[config.mk]
export PLATFORM = sky130hd
export DESIGN_NAME = cc_branch_unit
export DESIGN_NICKNAME = d
export VERILOG_FILES = /design/src/rtl/cc_branch_unit_pkg.sv /design/src/rtl/cc_branch_unit_leaf.sv /design/src/rtl/cc_branch_unit.sv
export SDC_FILE = /design/constraint.sdc
export NUM_CORES = 1
export LEC_CHECK = 0
export BUFFER_PORTS_ARGS = -buffer_cell sky130_fd_sc_hd__buf_2
export CORE_MARGIN = 5
export CORE_UTILIZATION = 50
export DETAILED_ROUTE_END_ITERATION = 12
export GPL_TIMING_DRIVEN = 0
export PLACE_DENSITY = 0.78
export SYNTH_ARGS = -nofsm -noshare
export SYNTH_HDL_FRONTEND = slang
export SYNTH_SLANG_ARGS = --single-unit
[constraint.sdc]
create_clock -name clk -period 2.4 [get_ports clk]
set_input_delay 0.36 -clock clk [delete_from_list [all_inputs] [get_ports clk]]
set_output_delay 0.36 -clock clk [all_outputs]
set_load 0.005 [all_outputs]
[src/rtl/cc_branch_unit_pkg.sv]
// Shared LC-3b datapath types for the condition-code / branch logic.
// Latency: n/a (types and constants only).
// Backpressure: n/a.
package lc3b_types;

   typedef logic [15:0] lc3b_word;
   typedef logic [2:0]  lc3b_nzp;
   typedef logic [2:0]  lc3b_reg;

   // Z flag set: makes BRz / BRnzp taken straight out of reset
   localparam lc3b_nzp CC_RESET = 3'b010;

endpackage

[src/rtl/cc_branch_unit_leaf.sv]
// Leaf blocks: flag generator, branch condition compare, loadable register.
// Latency: gencc/cccomp combinational; register one cycle.
// Backpressure: none; inputs are taken when presented.
module gencc
   import lc3b_types::*;
#(
   parameter int WIDTH = 16
) (
   input  logic [WIDTH-1:0] in,
   output lc3b_nzp          out
);

   logic n;
   logic z;

   assign n   = in[WIDTH-1];
   assign z   = (in == '0);
   // exactly one of n/z/p is set for any value
   assign out = {n, z, ~n & ~z};

endmodule

module cccomp
   import lc3b_types::*;
(
   input  lc3b_nzp cc_in,
   input  lc3b_nzp dest,
   output logic    branch_enable
);

   // nzp mask of 000 never matches, 111 always matches one flag
   assign branch_enable = |(cc_in & dest);

endmodule

module register #(
   parameter int              width     = 3,
   parameter logic [width-1:0] reset_val = '0
) (
   input  logic             clk,
   input  logic             rst,
   input  logic             clr,
   input  logic             load,
   input  logic [width-1:0] in,
   output logic [width-1:0] out
);

   // async reset and sync clear both return to the reset value; load otherwise
   always_ff @(posedge clk or posedge rst) begin
      if (rst)
         out <= reset_val;
      else if (clr)
         out <= reset_val;
      else if (load)
         out <= in;
   end

endmodule

[src/rtl/cc_branch_unit.sv]
// Condition-code register, branch resolution, mispredict detect and stats.
// Latency: value_in->cc_out 1 cycle; branch/mispredict combinational; counters 1 cycle.
// Backpressure: none; every input is sampled for the single cycle it is asserted.
module cc_branch_unit
   import lc3b_types::*;
#(
   parameter int DATA_WIDTH = 16,
   parameter int CNT_WIDTH  = 32
) (
   input  logic                  clk,
   input  logic                  rst,
   input  logic                  ld_cc,
   input  logic [DATA_WIDTH-1:0] value_in,
   input  logic [2:0]            nzp_in,
   input  logic                  br_valid,
   input  logic                  predict_in,
   output logic [2:0]            cc_out,
   output logic                  branch_enable,
   output logic                  mispredict,
   output logic [CNT_WIDTH-1:0]  branch_count,
   output logic [CNT_WIDTH-1:0]  mispredict_count
);

   lc3b_nzp cc_next;
   lc3b_nzp cc_q;

   gencc #(
      .WIDTH (DATA_WIDTH)
   ) u_gencc (
      .in  (value_in),
      .out (cc_next)
   );

   register #(
      .width     (3),
      .reset_val (CC_RESET)
   ) u_cc_reg (
      .clk  (clk),
      .rst  (rst),
      .clr  (1'b0),
      .load (ld_cc),
      .in   (cc_next),
      .out  (cc_q)
   );

   // branch sees the flags held before any same-cycle load
   cccomp u_cccomp (
      .cc_in         (cc_q),
      .dest          (nzp_in),
      .branch_enable (branch_enable)
   );

   assign cc_out     = cc_q;
   assign mispredict = br_valid & (branch_enable != predict_in);

   // branch statistics, wrapping naturally at the counter width
   always_ff @(posedge clk or posedge rst) begin
      if (rst) begin
         branch_count     <= '0;
         mispredict_count <= '0;
      end else if (br_valid) begin
         branch_count <= branch_count + 1'b1;
         if (mispredict)
            mispredict_count <= mispredict_count + 1'b1;
      end
   end

endmodule

==> metrics <==
P&R area growth vs syn 28.4%; largest net degree at the start of global routing 44; Synth Register Bits 67; Synth cell types 27; RR Startpoint mispredict_count[4]; clock latency on the worst-skew pair 340 ps; horizontal die dimension 88.0 um; DR WL/cell 15.2 um; fraction of the yosys area taken by sequential cells 0.551; die area 7750 um2; minimum clock period 2320 ps; Final nets 412; # hold bufs at CTS 0; startpoint types flop; Syn Area/Cell 11.0 um2; Max-Cap Viols 0; Required @ worst endpoint 2040 ps; upper clock frequency limit 431 MHz; Hold WS 222 ps; GRT Total Usage 0.194; Root Buffer clkbuf_8; initial antenna violation count 0; Core ar. 5920 um2; Fin Clk Skew 11.0 ps; gpl congestion 0.804; clock slew at the register clock pins of the worst setup and hold paths 80 ps; first-pass GRT wire length 11700 um; CTS tree built; WL final 7090 um; 1st-iter DRT viols 57; RSZ-0062 raised after global routing no; fraction of final layout cells sized beyond drive strength 1 0.322; number of antenna diodes 0; number of fill cells 473; Storage cell area 1680 um2; Die H 88.0 um; Final Power 2.86 mW; period utilization 0.968; worst setup path class flop to primary output; final hold vios 0; met3 wire length 502 um; Top Layer Used met4; Longest Clk Path Bufs 2; fin. max-slew vios 0; commonest non-fill, non-tap cells in the layout buf_2 (92), dfrtp_1 (66), xnor2_1 (35), nand3_1 (29), xor2_1 (27); wire length on met2 3460 um; leakage 2.10 nW; R2R depth 5; Critical R2R Capture mispredict_count[31]; cell count after synthesis 276; DR vias 2484; Rows 28; Worst R2R Setup Slack 310 ps; # clock sinks 67; Power Density 731 nW/um2; htree depth 3; Syn. warnings 0; Worst Max-Slew Pin Slew 936 ps; multi-input logic area 1330 um2; GR Overflow Total 0; I/O Pins 93; crit-path max FO 10; CP Data Arrival Time 1960 ps; Synth Cell Area 3040 um2; PortBufs 92; maximum VDD drop 0.000511 V; vias in the first global route 2475; DR pass1 iterations 4; wl on met1 3010 um; fin area 3910 um2; Post-route DRC 0; status complete, no violations; commonest non-fill, non-tap cell in the layout buf_2; ANT nets after route 0; setup violators final 0; Post-Synthesis Net Count 302; Setup crit end kind primary output; dpl hpwl 5090 um; Initial Utilization 0.514; routed vias/inst 5.33; HP Class primary input to async pin; post-placement cell area 3620 um2; Max transition margin 0.375; CTS Buf Count 9
Yosys cell counts:
master / n / area [um2]
a21o_1: 1 / 7.51
a222oi_1: 1 / 10.0
and2_1: 1 / 6.26
and3_1: 8 / 50.1
and3_2: 1 / 7.51
and4_1: 6 / 52.6
buf_1: 1 / 3.75
clkbuf_1: 1 / 3.75
clkbuf_8: 1 / 13.8
dfrtp_1: 66 / 1650
dfstp_2: 1 / 26.3
ha_1: 2 / 25.0
inv_1: 9 / 33.8
mux2_2: 1 / 11.3
nand2_1: 22 / 82.6
nand2_2: 1 / 6.26
nand3_1: 29 / 145
nand4_1: 19 / 119
nand4_2: 1 / 12.5
nor2_1: 21 / 78.8
nor3_1: 8 / 40.0
nor4_1: 8 / 50.1
nor4_4: 1 / 21.3
nor4b_4: 1 / 23.8
o21ai_0: 2 / 10.0
xnor2_1: 36 / 315
xor2_1: 27 / 236
worst max-delay path by stage:
stage | startpoint | endpoint | slack, ps | cells after the start
finish | u_cc_reg.out[0] | mispredict | 80 | 7
global route | u_cc_reg.out[0] | mispredict | 10 | 7
CTS | u_cc_reg.out[0] | mispredict | 30 | 7
detailed placement | nzp_in[0] | mispredict | 200 | 7
global placement | rst | mispredict_count[8] | -440 | 2
floorplan | rst | branch_count[0] | 360 | 1
routing by layer:
layer | GRT usage | vias up
li1 | - | 1183
met1 | 0.248 | 1207
met2 | 0.324 | 82
met3 | 0.0461 | 12
met4 | 0.0714 | 0
met5 | 0 | -
flip-flops by register name, summed over array words and instances (netlist names):
name	cells
branch_count	32
mispredict_count	32
u_cc_reg.out	3
cells by family after synthesis:
family	count (synthesis)	share of synthesized area
and+or+nand+nor	127	0.229
DFF	67	0.551
adders and majority gates	2	0.00822
buffers and inverters	12	0.0181
AOI/OAI and AO/OA	4	0.00904
muxes	1	0.00370
xor gates and xnor gates	63	0.181
cell type report:
class                           instances  share of cell area
Buffer                                  3             0.00544
Clock buffer                            9              0.0317
Clock inverter                          7              0.0259
Inverter                                9             0.00865
Multi-Input combinational cell        197               0.340
Sequential cell                        67               0.429
Tap cell                               75              0.0240
Timing Repair Buffer                   99               0.134
where the power goes:
| part | total (mW) | switching [mW] | internal [mW] |
|---|---|---|---|
| combinational | 0.396 | 0.185 | 0.211 |
| sequential | 1.40 | 0.166 | 1.24 |
| clock | 1.06 | 0.466 | 0.592 |
critical path, stage by stage, from the launching register on:
cell	delay, ps
dfrtp_1	390
a222oi_1	360
buf_4	210
xnor2_4	140
nand2_2	150
inv_2	100
clkbuf_8	160
buf_2	120
through the flow:
stage | TNS [ps] | worst slack (ps) | instances | util
global placement | -28910 | -441 | 443 | 0.608
floorplan | 0 | 358 | 276 | -
CTS | 0 | 32.7 | 461 | 0.652
global route | 0 | 11.1 | 466 | 0.660
detailed placement | 0 | 203 | 444 | 0.611
finish | 0 | 77.3 | 466 | 0.660
what timing repair did:
item / 4_1_cts / 5_1_grt
pin swaps: 1 / 1
endpoints found under the setup margin: 1 / 1
setup buffers: 1 / 5
resized for setup: 1 / 2
Power figures use the tool's default switching activity.
